===== config.mk =====
export PLATFORM = sky130hd
export DESIGN_NAME = multicycle_ctrl
export DESIGN_NICKNAME = d
export VERILOG_FILES = /design/src/rtl/multicycle_ctrl.sv
export SDC_FILE = /design/constraint.sdc
export NUM_CORES = 1
export LEC_CHECK = 0
export CAP_MARGIN = 20
export CORE_ASPECT_RATIO = 0.7
export CORE_UTILIZATION = 40
export DETAILED_ROUTE_END_ITERATION = 10
export PLACE_DENSITY = 0.82
export SLEW_MARGIN = 25
export SYNTH_ARGS = -nofsm -noshare
export SYNTH_HDL_FRONTEND = slang
export SYNTH_SLANG_ARGS = --single-unit

===== constraint.sdc =====
create_clock -name CLK -period 3 [get_ports CLK]
set_input_delay 0.3 -clock CLK [delete_from_list [all_inputs] [get_ports CLK]]
set_output_delay 0.3 -clock CLK [all_outputs]
set_load 0.02 [all_outputs]

===== src/rtl/multicycle_ctrl.sv =====
// multicycle_ctrl: state sequencer, strobe decode, halt latch
// and retired-instruction counter for the multicycle CPU.
module multicycle_ctrl #(
  parameter int RETW = 16
) (
  input  logic            CLK,
  input  logic            RST,
  input  logic [5:0]      opcode,
  input  logic            zero,
  input  logic            sign,
  output logic [2:0]      state,
  output logic            PCWre,
  output logic            IRWre,
  output logic            RegWre,
  output logic            mRD,
  output logic            mWR,
  output logic [2:0]      ALUOp,
  output logic            ALUSrcA,
  output logic            ALUSrcB,
  output logic            ExtSel,
  output logic [1:0]      RegDst,
  output logic            WrRegDSrc,
  output logic            DBDataSrc,
  output logic [1:0]      PCSrc,
  output logic            halted,
  output logic [RETW-1:0] retired
);

  typedef enum logic [2:0] {
    S_IF  = 3'b000,
    S_ID  = 3'b001,
    S_AE  = 3'b110,
    S_BE  = 3'b101,
    S_CE  = 3'b010,
    S_MEM = 3'b011,
    S_AWB = 3'b111,
    S_CWB = 3'b100
  } state_t;

  localparam logic [5:0] OP_ADD   = 6'b000000;
  localparam logic [5:0] OP_SUB   = 6'b000001;
  localparam logic [5:0] OP_ADDIU = 6'b000010;
  localparam logic [5:0] OP_AND   = 6'b010000;
  localparam logic [5:0] OP_ANDI  = 6'b010001;
  localparam logic [5:0] OP_ORI   = 6'b010010;
  localparam logic [5:0] OP_XORI  = 6'b010011;
  localparam logic [5:0] OP_SLL   = 6'b011000;
  localparam logic [5:0] OP_SLTI  = 6'b100110;
  localparam logic [5:0] OP_SLT   = 6'b100111;
  localparam logic [5:0] OP_SW    = 6'b110000;
  localparam logic [5:0] OP_LW    = 6'b110001;
  localparam logic [5:0] OP_BEQ   = 6'b110100;
  localparam logic [5:0] OP_BNE   = 6'b110101;
  localparam logic [5:0] OP_BLTZ  = 6'b110110;
  localparam logic [5:0] OP_JR    = 6'b111001;
  localparam logic [5:0] OP_JAL   = 6'b111010;
  localparam logic [5:0] OP_HALT  = 6'b111111;

  state_t          r_state;
  state_t          w_next;
  logic            r_halted;
  logic [RETW-1:0] r_retired;

  logic w_halt;
  logic w_jmp;
  logic w_jr;
  logic w_jal;
  logic w_beq;
  logic w_bne;
  logic w_bltz;
  logic w_br;
  logic w_lw;
  logic w_sw;
  logic w_rtype;
  logic w_logi;
  logic w_imm;
  logic w_taken;
  logic w_alu_en;
  logic w_halt_set;

  assign w_halt  = (opcode == OP_HALT);
  assign w_jmp   = (opcode[5:3] == 3'b111) && !w_halt;
  assign w_jr    = (opcode == OP_JR);
  assign w_jal   = (opcode == OP_JAL);
  assign w_beq   = (opcode == OP_BEQ);
  assign w_bne   = (opcode == OP_BNE);
  assign w_bltz  = (opcode == OP_BLTZ);
  assign w_br    = w_beq | w_bne | w_bltz;
  assign w_lw    = (opcode == OP_LW);
  assign w_sw    = (opcode == OP_SW);
  assign w_rtype = (opcode == OP_ADD) | (opcode == OP_SUB) |
                   (opcode == OP_AND) | (opcode == OP_SLL) |
                   (opcode == OP_SLT);
  assign w_logi  = (opcode == OP_ANDI) | (opcode == OP_ORI) |
                   (opcode == OP_XORI);
  assign w_imm   = w_logi | (opcode == OP_ADDIU) |
                   (opcode == OP_SLTI) | w_lw | w_sw;
  assign w_taken = (w_beq & zero) | (w_bne & ~zero) |
                   (w_bltz & sign);

  // ALU-side selects idle in IF, while halted and for the halt op
  assign w_alu_en   = (r_state != S_IF) && !r_halted && !w_halt;
  assign w_halt_set = (r_state == S_ID) && w_halt;

  // state register and sticky halt latch
  always_ff @(posedge CLK or negedge RST) begin
    if (!RST) begin
      r_state  <= S_IF;
      r_halted <= 1'b0;
    end else begin
      r_state <= w_next;
      if (w_halt_set)
        r_halted <= 1'b1;
    end
  end

  // next-state function
  always_comb begin
    w_next = S_IF;
    if (r_halted) begin
      w_next = S_ID;
    end else begin
      unique case (r_state)
        S_IF: w_next = S_ID;
        S_ID: begin
          unique case (1'b1)
            w_halt:       w_next = S_ID;
            w_jmp:        w_next = S_IF;
            w_br:         w_next = S_BE;
            (w_lw|w_sw):  w_next = S_CE;
            default:      w_next = S_AE;
          endcase
        end
        S_AE:  w_next = S_AWB;
        S_BE:  w_next = S_IF;
        S_CE:  w_next = S_MEM;
        S_MEM: w_next = w_lw ? S_CWB : S_IF;
        S_AWB: w_next = S_IF;
        S_CWB: w_next = S_IF;
        default: w_next = S_IF;
      endcase
    end
  end

  // strobe decode from registered state and opcode
  always_comb begin
    PCWre     = 1'b0;
    IRWre     = 1'b0;
    RegWre    = 1'b0;
    mRD       = 1'b0;
    mWR       = 1'b0;
    ALUOp     = 3'b000;
    ALUSrcA   = 1'b0;
    ALUSrcB   = 1'b0;
    ExtSel    = 1'b0;
    RegDst    = 2'b00;
    WrRegDSrc = 1'b0;
    DBDataSrc = 1'b0;
    PCSrc     = 2'b00;
    if (!r_halted) begin
      unique case (r_state)
        S_IF: IRWre = 1'b1;
        S_ID: begin
          PCWre  = w_jmp;
          RegWre = w_jal;
          if (w_jmp)
            PCSrc = w_jr ? 2'b10 : 2'b11;
        end
        S_BE: begin
          PCWre = 1'b1;
          PCSrc = w_taken ? 2'b01 : 2'b00;
        end
        S_MEM: begin
          PCWre = w_sw;
          mWR   = w_sw;
          mRD   = w_lw;
        end
        S_AWB: begin
          PCWre  = 1'b1;
          RegWre = 1'b1;
        end
        S_CWB: begin
          PCWre     = 1'b1;
          RegWre    = 1'b1;
          DBDataSrc = 1'b1;
        end
        default: ;
      endcase
      if (RegWre) begin
        WrRegDSrc = !w_jal;
        unique case (1'b1)
          w_jal:   RegDst = 2'b10;
          w_rtype: RegDst = 2'b01;
          default: RegDst = 2'b00;
        endcase
      end
    end
    if (w_alu_en) begin
      ALUSrcA = (opcode == OP_SLL);
      ALUSrcB = w_imm;
      ExtSel  = !w_logi;
      unique case (opcode)
        OP_SUB, OP_BEQ,
        OP_BNE, OP_BLTZ:  ALUOp = 3'b001;
        OP_AND, OP_ANDI:  ALUOp = 3'b100;
        OP_ORI:           ALUOp = 3'b011;
        OP_XORI:          ALUOp = 3'b111;
        OP_SLL:           ALUOp = 3'b010;
        OP_SLT, OP_SLTI:  ALUOp = 3'b110;
        default:          ALUOp = 3'b000;
      endcase
    end
  end

  // retire counter steps on the PC-load edge
  always_ff @(posedge CLK or negedge RST) begin
    if (!RST)
      r_retired <= '0;
    else if (PCWre)
      r_retired <= r_retired + RETW'(1);
  end

  assign state   = r_state;
  assign halted  = r_halted;
  assign retired = r_retired;

endmodule

==> results.yml, run 1 <==
power_and_ir_drop:
  p_int_mw: 0.826
  irDropWorstVdd_v: 0.000556
  p_sw_mw: 0.638
  clkPwrFrac_pct: 11.5
  seqPwrFrac_pct: 31.8
  sw_frac_of_total_pct: 43.6
  leakagePower_nw: 0.819
  powerDensity_nw_per_um2: 710
  combinationalPowerShare_pct: 56.7
clocking:
  ctsHoldBuffers: 0
  numCtsBuffers: 3
  cts_tree: "done"
  clock_path_buffers: 2
  htreeDepth: 1
  cts_root_buf: "clkbuf_8"
  clkSlewWorstSetupHoldPaths_ns: 0.06
  cts_resized: 0
  cts_sinks: 20
  clk_latency_ns: 0.25
  cts_setup_buffers: 0
logic_synthesis:
  synth_top_area_share_pct: 34.0
  synth_nets: 191
  yosys_most_used_dff: "dfrtp_1"
  synth-edff-count: 0
  ys_seq_area_share_pct: 34.0
  synth_area_leaders: "dfrtp_1, xnor2_1, nor2_1, nand2_1, a21oi_1"
  synth-seq-cells: 20
  syn_avg_cell_area_sq_um: 8.18
  async_reset_ff_share_pct: 100
  yosysMostFrequentCell: "nor2_1"
  synth_cell_types: 46
  netlist_instances: 180
  synth_warnings: 0
  syn_area_sq_um: 1470
  synth_top_cell_by_area: "dfrtp_1"
  synthTopCellsByCount: "nor2_1, dfrtp_1, nand2_1"
floorplanning:
  die_x_um: 74.5
  die_area_sq_um: 3930
  die_h_um: 52.8
  initial_core_util_pct: 41.9
  io-pin-count: 47
  core_area_sq_um: 3510
  rows: 18
route:
  drt-initial-drc-count: 154
  wl_um: 3810
  viasPerCell: 5.35
  wl_per_cell_um: 13.7
  drc: 0
  antenna_left: 0
  route.vias.total: 1488
  dr.pass1.iters: 4
job:
  drv_cap: 0
global_route:
  grt_use_total_pct: 20.3
  grt_first_pass_wirelength_um: 6020
  grt_pass1_vias: 1230
  antenna_found_initial: 0
  grt_max_degree: 21
  grt-ovfl-total: 0
setup_path:
  critical_path_required_ns: 2.70
  cp-start-kind: "input pin"
  end_kind: "output pin"
  critPathKind: "in2out"
  cp.arrival_ns: 2.56
  path_max_fanout: 11
sta:
  post-route-min-period_ns: 2.86
  fin_skew_ns: 0.00591
  tns_ns: 0
  hold_viol: 0
  final.period_utilization_pct: 95.4
  slew_headroom_pct: 41.9
  rsz0062_at_grt: "no"
  fin_ws_ns: 0.137
  worst_pin_slew_ns: 0.869
  setup_viol: 0
  fmax_ghz: 0.349
  slew_violations: 0
finish:
  fillers: 319
  diodes: 0
  synthToLayoutAreaGrowth_pct: 40.1
  drive_gt1_share_pct: 10.1
  nNetsFinal: 241
placed_design:
  io_buffers: 46
  post-place-ws_ns: 0.179
  gp_congestion: 0.948
  dp_hpwl_um: 2900
outcome:
  outcome: "completed"
worst_hold_path:
  hp-class: "reg2reg"
layout by cell type, fill, tap and decap left out, types with 2 or more instances in the layout:
cell | netlist | routed
a21oi_1 | 14 | 14
a31oi_1 | 3 | 3
and3_1 | 2 | 2
buf_4 | 0 | 10
clkbuf_8 | 0 | 3
clkdlybuf4s50_1 | 0 | 46
dfrtp_1 | 20 | 20
inv_1 | 6 | 6
nand2_1 | 20 | 20
nand2b_1 | 6 | 6
nand3_1 | 6 | 6
nand4_1 | 8 | 8
nand4b_1 | 2 | 2
nor2_1 | 24 | 24
nor2b_1 | 2 | 2
nor3_1 | 5 | 5
o21ai_0 | 3 | 3
o21bai_1 | 2 | 2
o22ai_2 | 2 | 2
or2_2 | 2 | 2
xnor2_1 | 14 | 14
xor2_1 | 4 | 4
per-layer routing:
| metal | wire [um] | GRT usage, % | vias up |
|---|---|---|---|
| li1 | - | - | 729 |
| met1 | 1780 | 32.3 | 703 |
| met2 | 1720 | 28.5 | 52 |
| met3 | 280 | 3.46 | 4 |
| met4 | 23 | 2.83 | 0 |
| met5 | 0 | 0 | - |
power groups by stage:
stage,Clock (mW),Combinational [mW],Sequential [mW]
final,0.169,0.830,0.466
after global routing,0.185,0.891,0.483
after CTS,0.174,0.832,0.463
after detailed placement,0,0.823,0.467
after global placement,0,0.814,0.464
after floorplan,0,0.453,0.489
cells by family (layout without fill, tap and decap cells):
group           Yosys count  count (layout)  share of synthesized area [%]
simple gates             89              89                           32.3
compound gates           33              33                           15.8
flops                    20              20                           34.0
xor+xnor                 18              18                           10.7
buf+inv                  17              65                           4.93
mux                       2               2                           1.44
fa+ha+maj                 1               1                          0.849
critical path: stages:
cell and delay, ns:
clkdlybuf4s50_1 0.62, nor4bb_1 0.52, a31oi_1 0.15, o21ai_0 0.17, nand2b_1 0.11, nor2_1 0.09
clkdlybuf4s50_1 0.60
sequential cells by signal, indices dropped and copies added, names as in the netlist:
signal and cells:
halted 1, retired 16, state 3
path summary, 6_finish.rpt:
check / startpoint / slack [ns] / depth (start not counted) / end
max in group asynchronous: RST / 1.92 / 1 / retired[2]$_DFFE_PN0P_
min reg2reg: retired[15]$_DFFE_PN0P_ / 0.47 / 1 / retired[15]$_DFFE_PN0P_
max reg2reg: state[1]$_DFF_PN0_ / 0.86 / 5 / retired[14]$_DFFE_PN0P_
max: opcode[2] / 0.14 / 7 / RegDst[1]
min: retired[15]$_DFFE_PN0P_ / 0.47 / 1 / retired[15]$_DFFE_PN0P_
min in group asynchronous: RST / 0.54 / 1 / retired[9]$_DFFE_PN0P_
final cells by class:
type                    count  area, sq um  area share [%]
clock buffers               3         41.3            2.00
inverters                   6         22.5            1.09
multi-input cells         143          901            43.7
flip-flops and latches     20          500            24.3
well taps                  50         62.6            3.03
repair buffers             56          536            26.0
per-stage QoR:
| stage | utilization [%] | power, mW | hold slack [ns] | instance area, sq um | instances |
|---|---|---|---|---|---|
| CTS | 58.7 | 1.47 | 0.475 | 2060 | 278 |
| finish | 58.7 | 1.46 | 0.466 | 2060 | 278 |
| global placement | 57.5 | 1.28 | 0.462 | 2020 | 275 |
| detailed placement | 57.5 | 1.29 | 0.461 | 2020 | 275 |
| global route | 58.7 | 1.56 | 0.496 | 2060 | 278 |
| floorplan | - | 0.942 | 0.00441 | 1470 | 180 |
No activity file was read; power rests on OpenSTA's default activity.
==> run 2, diff against run 1 <==
CAP_MARGIN = default   (was 20)
==> results of run 2 <==
The final DEF is identical to that of run 1; final timing and power are the same.
